[src/rtl/button_conditioner.sv]
// rtl/button_conditioner.sv - sync, debounce and edge-detect two active-low keys into gated one-cycle pulses
// Optional auto-repeat while a key is held: define HOLD_REPEAT_EN.
module button_conditioner #(
    parameter int DEBOUNCE_CYCLES = 500000,
    parameter int REPEAT_DELAY    = 25000000,
    parameter int REPEAT_PERIOD   = 12500000
) (
    input  logic clock,
    input  logic resetN,
    input  logic incButRaw,
    input  logic decButRaw,
    input  logic enable,
    output logic incPulse,
    output logic decPulse,
    output logic incLevel,
    output logic decLevel
);

    localparam int CW = $clog2(DEBOUNCE_CYCLES + 1);
    localparam logic [CW-1:0] CNT_LAST = CW'(DEBOUNCE_CYCLES - 1);
    localparam logic [CW-1:0] CNT_ONE  = CW'(1);

    typedef enum logic [1:0] {
        IDLE,
        PRESS_WAIT,
        HELD,
        RELEASE_WAIT
    } state_t;

    if (DEBOUNCE_CYCLES < 2 || REPEAT_DELAY < 2 || REPEAT_PERIOD < 1) begin : g_param_check
        $error("button_conditioner: illegal parameter value");
    end

    // Index 0 = increment key, index 1 = decrement key.
    logic [1:0] sync_meta;
    logic [1:0] sync_out;
    logic [1:0] pressed_sync;

    always_ff @(posedge clock or negedge resetN) begin
        if (!resetN) begin
            sync_meta <= 2'b11;
            sync_out  <= 2'b11;
        end else begin
            sync_meta <= {decButRaw, incButRaw};
            sync_out  <= sync_meta;
        end
    end

    assign pressed_sync = ~sync_out;

    state_t        state_q [2];
    state_t        state_d [2];
    logic [CW-1:0] cnt_q   [2];
    logic [CW-1:0] cnt_d   [2];
    logic [1:0]    press_done;
    logic [1:0]    level_d;
    logic [1:0]    raw_evt;

    function automatic logic [CW-1:0] cnt_inc(input logic [CW-1:0] v);
        return (v == '1) ? v : v + CNT_ONE;
    endfunction

    always_comb begin
        press_done = '0;
        level_d    = '0;
        for (int i = 0; i < 2; i++) begin
            state_d[i] = state_q[i];
            cnt_d[i]   = cnt_q[i];
            case (state_q[i])
                IDLE: begin
                    if (pressed_sync[i]) begin
                        state_d[i] = PRESS_WAIT;
                        cnt_d[i]   = CNT_ONE;
                    end
                end
                PRESS_WAIT: begin
                    if (!pressed_sync[i]) begin
                        state_d[i] = IDLE;
                        cnt_d[i]   = '0;
                    end else if (cnt_q[i] == CNT_LAST) begin
                        state_d[i]    = HELD;
                        cnt_d[i]      = '0;
                        press_done[i] = 1'b1;
                    end else begin
                        cnt_d[i] = cnt_inc(cnt_q[i]);
                    end
                end
                HELD: begin
                    if (!pressed_sync[i]) begin
                        state_d[i] = RELEASE_WAIT;
                        cnt_d[i]   = CNT_ONE;
                    end
                end
                RELEASE_WAIT: begin
                    if (pressed_sync[i]) begin
                        state_d[i] = HELD;
                        cnt_d[i]   = '0;
                    end else if (cnt_q[i] == CNT_LAST) begin
                        state_d[i] = IDLE;
                        cnt_d[i]   = '0;
                    end else begin
                        cnt_d[i] = cnt_inc(cnt_q[i]);
                    end
                end
                default: begin
                    state_d[i] = IDLE;
                    cnt_d[i]   = '0;
                end
            endcase
            level_d[i] = (state_d[i] == HELD) || (state_d[i] == RELEASE_WAIT);
        end
    end

    always_ff @(posedge clock or negedge resetN) begin
        if (!resetN) begin
            for (int i = 0; i < 2; i++) begin
                state_q[i] <= IDLE;
                cnt_q[i]   <= '0;
            end
        end else begin
            for (int i = 0; i < 2; i++) begin
                state_q[i] <= state_d[i];
                cnt_q[i]   <= cnt_d[i];
            end
        end
    end

`ifdef HOLD_REPEAT_EN
    localparam int RMAX = (REPEAT_DELAY > REPEAT_PERIOD) ? REPEAT_DELAY : REPEAT_PERIOD;
    localparam int TW   = $clog2(RMAX + 1);
    // The edge that enters HELD already counts as one held cycle, hence -2 for the first repeat.
    localparam logic [TW-1:0] FIRST_LAST  = TW'(REPEAT_DELAY - 2);
    localparam logic [TW-1:0] PERIOD_LAST = TW'(REPEAT_PERIOD - 1);
    localparam logic [TW-1:0] TMR_ONE     = TW'(1);

    logic [TW-1:0] timer_q [2];
    logic [1:0]    first_q;
    logic [1:0]    rep_evt;

    always_comb begin
        rep_evt = '0;
        for (int i = 0; i < 2; i++) begin
            rep_evt[i] = (state_q[i] == HELD) && pressed_sync[i] &&
                         (timer_q[i] == (first_q[i] ? FIRST_LAST : PERIOD_LAST));
        end
    end

    always_ff @(posedge clock or negedge resetN) begin
        if (!resetN) begin
            for (int i = 0; i < 2; i++) begin
                timer_q[i] <= '0;
            end
            first_q <= 2'b11;
        end else begin
            for (int i = 0; i < 2; i++) begin
                if (state_q[i] != HELD || !pressed_sync[i]) begin
                    timer_q[i] <= '0;
                    first_q[i] <= 1'b1;
                end else if (rep_evt[i]) begin
                    timer_q[i] <= '0;
                    first_q[i] <= 1'b0;
                end else begin
                    timer_q[i] <= timer_q[i] + TMR_ONE;
                end
            end
        end
    end

    assign raw_evt = press_done | rep_evt;
`else
    assign raw_evt = press_done;
`endif

    // Coincident inc/dec events cancel each other; gated events are dropped, not queued.
    always_ff @(posedge clock or negedge resetN) begin
        if (!resetN) begin
            incPulse <= 1'b0;
            decPulse <= 1'b0;
            incLevel <= 1'b0;
            decLevel <= 1'b0;
        end else begin
            incPulse <= enable & raw_evt[0] & ~raw_evt[1];
            decPulse <= enable & raw_evt[1] & ~raw_evt[0];
            incLevel <= level_d[0];
            decLevel <= level_d[1];
        end
    end

endmodule

[config.mk]
export PLATFORM = sky130hd
export DESIGN_NAME = button_conditioner
export DESIGN_NICKNAME = d
export VERILOG_FILES = /design/src/rtl/button_conditioner.sv
export SDC_FILE = /design/constraint.sdc
export NUM_CORES = 1
export LEC_CHECK = 0
export ABC_AREA = 0
export CORE_UTILIZATION = 38
export DETAILED_ROUTE_END_ITERATION = 16
export MAX_ROUTING_LAYER = met4
export SLEW_MARGIN = 15
export SYNTH_ARGS = -nofsm -noshare
export SYNTH_HDL_FRONTEND = slang
export SYNTH_SLANG_ARGS = --single-unit
[constraint.sdc]
create_clock -name clock -period 2.2 [get_ports clock]
set_input_delay 0.44 -clock clock [delete_from_list [all_inputs] [get_ports clock]]
set_output_delay 0.44 -clock clock [all_outputs]
set_load 0.01 [all_outputs]
==> impl_results.md, run 1 <==
- Status: finished, final reports clean
- Reg area: 1260 um^2
- Core Area: 6940 um^2
- Routability cong.: 0.887
- Share of cells above drive strength 1: 15.9%
- Final nets: 326
- Number of fill cells: 668
- EDFF count, synth: 0
- Max Cap Viol: 0
- Gr usage total: 19.0%
- Post-synthesis sequential area ratio: 45.1%
- Mapped cell area: 2780 um^2
- DRT Wirelength: 6560 um
- RR Startpoint: cnt_q[10]
- Cell count after synthesis: 291
- Dominant cell type by area after synthesis: dfrtp_1
- Syn Area/Cell: 9.57 um^2
- CTS tree: built
- Cells on worst reg2reg path: 6
- Max FO, Critical Path: 13
- Max Slew Vio Count: 0
- Reg-to-reg critical path endpoint: cnt_q[8]
- Largest net degree at the start of global routing: 33
- Pwr Density: 557 nW/um^2
- Fmax achieved: 473 MHz
- Worst-margin pin slew: 689 ps
- Crit Path Category: reg -> reg
- Iteration-0 DRC Markers: 164
- Dpl hpwl: 4580 um
- Tcrit/Tclk final: 96.1%
- Relative slew slack: 53.9%
- Num CTS Buffers: 5
- Commonest non-fill, non-tap cell in the layout: dfrtp_1
- Post-Syn Nets: 298
- Design Power: 1.81 mW
- Vias in the first global route: 2302
- CTS root buf: clkbuf_8
- Vias per inst: 5.86
- Area growth syn-to-layout: 16.5%
- ANT nets after route: 0
- Crit path arrival time: 2290 ps
- CTS max path bufs: 2
- H-tree levels: 2
- Routed via count: 2437
- #FFs+latches synth: 50
- Clock Sinks: 50
- Global-route wire length before repair: 11100 um
- Tmin final: 2110 ps
- Highest-count cells in the layout ignoring fill and taps: dfrtp_1, a21oi_1, buf_4
- Worst clock skew: 7.44 ps
- Final setup viols: 0
- IO buf count: 8
- Die width: 87.6 um
- Clk_lat worst skew: 300 ps
- Die height: 87.6 um
- Netlist cell types: 61
- N_diodes: 0
- Die area: 7670 um^2
- Ys Warns: 0
- WL/cell: 15.8 um
- Initial Utilization: 40.1%
- Maximum VDD drop: 0.404 mV
- Top cells by area, synth: dfrtp_1, a31oi_1, a21oi_1
- CP startpoint kind: flip-flop
- RSZ-0062 raised after global routing: true
- Antenna violations before repair: 0
- Worst Setup End Kind: flip-flop
- Reg clk slew, reported paths: 90 ps
- Gr ovfl total: 0
- # rows: 30
- DRC Markers: 0
- Hold crit path type: in -> async
- Top Ports: 9
- Area share of the largest cell type after synthesis: 41.3%
- Post-synth top flop: dfrtp_1
- Leakage: 1.26 nW
- Hold_buf cts: 0
- Asr flop ratio synth: 100%
- R2R Setup Slk: 90 ps
- WHS: 80.0 ps
- Drt first pass iters: 4
- Area of the multi-input gates: 1460 um^2
- Critical path required time: 2380 ps
- Final hold violation count: 0
-- critical path: stages, from the launching register on --
cell	delay [ps]
dfrtp_1	390
or4_4	560
nor4_4	400
a21oi_4	180
buf_4	200
a41oi_1	200
a31oi_1	60
-- how the worst max path moves through the flow --
stage | startpoint | depth (start not counted) | slack [ps] | to
finish | cnt_q[10] | 6 | 90 | cnt_q[8]
global route | cnt_q[10] | 6 | -10 | cnt_q[8]
CTS | cnt_q[10] | 6 | 70 | cnt_q[8]
detailed placement | cnt_q[10] | 6 | 100 | cnt_q[8]
global placement | cnt_q[10] | 6 | 140 | cnt_q[8]
floorplan | cnt_q[10] | 5 | 250 | cnt_q[1]
-- layout make-up --
class                           instances  share of cell area, %
Tap cell                               96                   3.70
Inverter                                6                  0.694
Clock buffer                            5                   2.12
Clock inverter                          3                   1.39
Timing Repair Buffer                   31                   8.41
Sequential cell                        50                   38.7
Multi-Input combinational cell        225                   45.0
-- timing repair --
action,4_1_cts,5_1_grt
setup buffers,0,2
resized for setup,0,1
endpoints found under the setup margin,0,3
-- synth_stat cells, types with 3 or more instances --
cell and number:
xnor2_1 4, o21ai_1 6, a21o_1 4, and4_1 4, nand2_1 20, o31a_1 3, and3_1 6, mux2i_1 3
dfrtp_1 46, nand3_1 17, nor2_1 20, o31ai_1 4, clkbuf_1 7, a32o_1 3, a41oi_1 7, or2_2 3
or4_1 3, or3_1 4, a31oi_1 18, inv_1 6, o211ai_1 4, and2_1 4, o21ai_0 16, a21oi_1 22
nand4_1 11, dfstp_2 4
-- sequential cells by signal, indices dropped and copies added, names as in the netlist --
register,count
cnt_q,38
state_q,4
sync_meta,2
sync_out,2
decLevel,1
decPulse,1
incLevel,1
incPulse,1
-- per-layer routing --
layer | track usage (%) | part of all wire, % | wire, um
met5 | - | 0 | 0
met4 | 6.11 | 1.2 | 77
met3 | 3.20 | 3.4 | 224
met2 | 29.9 | 47 | 3080
met1 | 25.1 | 48 | 3180
-- metrics by stage --
stage,cells,cell area (um^2),TNS (ps),setup WS [ps],util (%)
after global routing,416,3240,-14.9,-14.9,46.7
after detailed placement,406,3110,0,105,44.8
after CTS,414,3220,0,73.7,46.4
after global placement,406,3110,0,138,44.8
after floorplan,291,2780,0,254,-
final,416,3240,0,86.2,46.7
-- cell families after synthesis --
kind of cell,Yosys count,synth area share (%)
AOI/OAI and AO/OA,107,25.9
xor gates and xnor gates,4,1.26
adders and majority gates,2,0.899
buffers and inverters,16,2.74
DFF,50,45.1
muxes,3,1.08
and+or+nand+nor,109,23.0
-- power breakdown --
group          leakage, nW  switching, mW  internal, mW
Sequential           0.673         0.0429         0.950
Clock               0.0504          0.324         0.339
Combinational        0.533         0.0858        0.0646
Total                 1.26          0.453          1.35
Note: power is estimated with default switching activity, not from simulation.
==> run 2, diff against run 1 <==
Settings changed: CTS_CLUSTER_DIAMETER set to 100, CTS_CLUSTER_SIZE set to 14, TNS_END_PERCENT set to 100.
==> results of run 2 <==
Final layout, timing and power as in run 1 (identical DEF).
==> run 3, diff against run 2 <==
Settings changed: CORE_MARGIN set to 5.
==> run 3 against run 2 <==
  * Hold slack better by 22 ps
  * Clock skew is 1.5 ps higher
  * Worst setup slack better by 58 ps
  * Largest power group unchanged
  * Highest routed layer unchanged
==> impl_results.md, run 3 (synthesis gave the netlist of run 1 again) <==
- Num CTS Buffers: 5 (unchanged)
- Area of the multi-input gates: 1450 um^2 (-0.34%)
- DRC Markers: 0 (unchanged)
- Final setup viols: 0 (unchanged)
- Top flop regs: cnt_q (38), state_q (4)
- Die height: 95.6 um (+9.1%)
- Maximum VDD drop: 0.361 mV (-11%)
- Drt first pass iters: 4 (unchanged)
- Max reg flops: 38 (unchanged)
- Largest net degree at the start of global routing: 29 (-12%)
- Die area: 9140 um^2 (+19%)
- Worst clock skew: 8.97 ps (+1.53 ps)
- # rows: 31 (+3.3%)
- Postcts setup bufs: 0 (unchanged)
- Vias in the first global route: 2221 (-3.5%)
- Routed via count: 2437 (unchanged)
- CTS root buf: clkbuf_8
- Crit Path Category: reg -> reg
- CTS max path bufs: 2 (unchanged)
- Cells on worst reg2reg path: 6 (unchanged)
- RSZ-0062 raised after global routing: false
- Number of fill cells: 674 (+0.90%)
- Highest-count cells in the layout ignoring fill and taps: dfrtp_1, a21oi_1, nor2_1, nand2_1, buf_4
- Global-route wire length before repair: 11100 um (-0.32%)
- Critical path required time: 2400 ps (+20 ps)
- Worst Setup End Kind: flip-flop
- Hold crit path type: in -> async
- Clock Sinks: 50 (unchanged)
- Gr usage total: 15.7% (-3.4 points)
- Commonest non-fill, non-tap cell in the layout: dfrtp_1
- Routability cong.: 0.886 (about the same)
- Tcrit/Tclk final: 93.4% (-2.6 points)
- WL/cell: 15.2 um (-3.3%)
- CP startpoint kind: flip-flop
- Final nets: 324 (-0.61%)
- Reg clk slew, reported paths: 90 ps (about the same)
- Status: finished, final reports clean
- Reg-to-reg critical path endpoint: cnt_q[17]
- Leakage: 1.26 nW (+0.32%)
- Top Ports: 9 (unchanged)
- Setup TNS: 0 ps (unchanged)
- Max Slew Vio Count: 0 (unchanged)
- Relative slew slack: 63.8% (+9.9 points)
- Die width: 95.6 um (+9.1%)
- Share of cells above drive strength 1: 15.7% (-0.21 points)
- Antenna violations before repair: 0 (unchanged)
- Max Cap Viol: 0 (unchanged)
- Tmin final: 2060 ps (-58.0 ps)
- Core Area: 7180 um^2 (+3.3%)
- Reg area: 1260 um^2 (unchanged)
- H-tree levels: 2 (unchanged)
- Worst setup endpoint: cnt_q[17]
- Crit path arrival time: 2250 ps (-40 ps)
- IO buf count: 8 (unchanged)
- Register with the most flip-flops: cnt_q
- Gr ovfl total: 0 (unchanged)
- DRT Wirelength: 6350 um (-3.1%)
- Max FO, Critical Path: 28 (+15)
- N_diodes: 0 (unchanged)
- Design Power: 1.92 mW (+6.5%)
- RR Startpoint: cnt_q[10]
- Worst-margin pin slew: 541 ps (-148 ps)
- Critical path origin: cnt_q[10]
- R2R Setup Slk: 140 ps (+60 ps)
- Fmax achieved: 486 MHz (+2.8%)
- CTS tree: built
- Clk_lat worst skew: 300 ps (about the same)
- Area growth syn-to-layout: 16.5% (unchanged)
- Final hold violation count: 0 (unchanged)
- ANT nets after route: 0 (unchanged)
- Pwr Density: 593 nW/um^2 (+6.5%)
- Iteration-0 DRC Markers: 161 (-1.8%)
- Dpl hpwl: 4520 um (-1.2%)
- Vias per inst: 5.84 (-0.24%)
- Initial Utilization: 38.8% (-1.3 points)
-- run 3: worst max-delay path: stages (launching register included) --
cell and delay [ps]:
dfrtp_1 390, or4_4 560, nor4_4 350, a21oi_2 120, buf_12 180, a31o_1 200
a21o_1 150
-- run 3: area by class of cell --
class	instances	area share, %
sequential	50	38.7
clock buffer	6	2.55
timing repair buffer	29	7.56
tap	99	3.82
clock inverter	2	1.85
multi-input combinational	225	44.8
inverter	6	0.694
-- run 3: timing repair --
action,in CTS,in global routing
endpoints found under the setup margin,0,2
endpoints found under the hold margin,0,0
hold buffers,0,0
resized for setup,0,1
-- run 3: through the flow --
step | std cells | hold WS, ps | util, % | cell area (um^2) | setup WS [ps]
after CTS | 417 | 121 | 45.2 | 3240 | 129
after floorplan | 291 | 144 | - | 2780 | 254
final | 417 | 102 | 45.2 | 3240 | 144
after global routing | 417 | 158 | 45.2 | 3240 | 31.1
after global placement | 409 | 346 | 43.2 | 3100 | 191
after detailed placement | 409 | 347 | 43.2 | 3100 | 149
-- run 3: report_power, final --
| part | internal, mW | total [mW] | switching, mW | leakage [nW] |
|---|---|---|---|---|
| Combinational | 0.0596 | 0.140 | 0.0807 | 0.516 |
| Sequential | 0.950 | 0.992 | 0.0424 | 0.673 |
| Clock | 0.485 | 0.791 | 0.306 | 0.0714 |
-- run 3: per-layer routing --
layer | share of wire, % | track usage (%) | vias to the layer above | wire (um)
met5 | 0 | - | - | 0
met4 | 1.5 | 4.74 | 0 | 98
met3 | 4.0 | 2.84 | 8 | 254
met2 | 47 | 24.0 | 53 | 2980
met1 | 48 | 21.2 | 1177 | 3020
li1 | - | - | 1199 | -
-- run 3: worst min path at each step --
stage	slack, ps	endpoint	start	cells past startpoint
detailed placement	350	sync_out[1]	sync_meta[1]	0
finish	100	cnt_q[2]	resetN	1
CTS	120	cnt_q[2]	resetN	1
floorplan	140	cnt_q[0]	resetN	0
global route	160	cnt_q[2]	resetN	1
global placement	350	sync_out[1]	sync_meta[1]	0
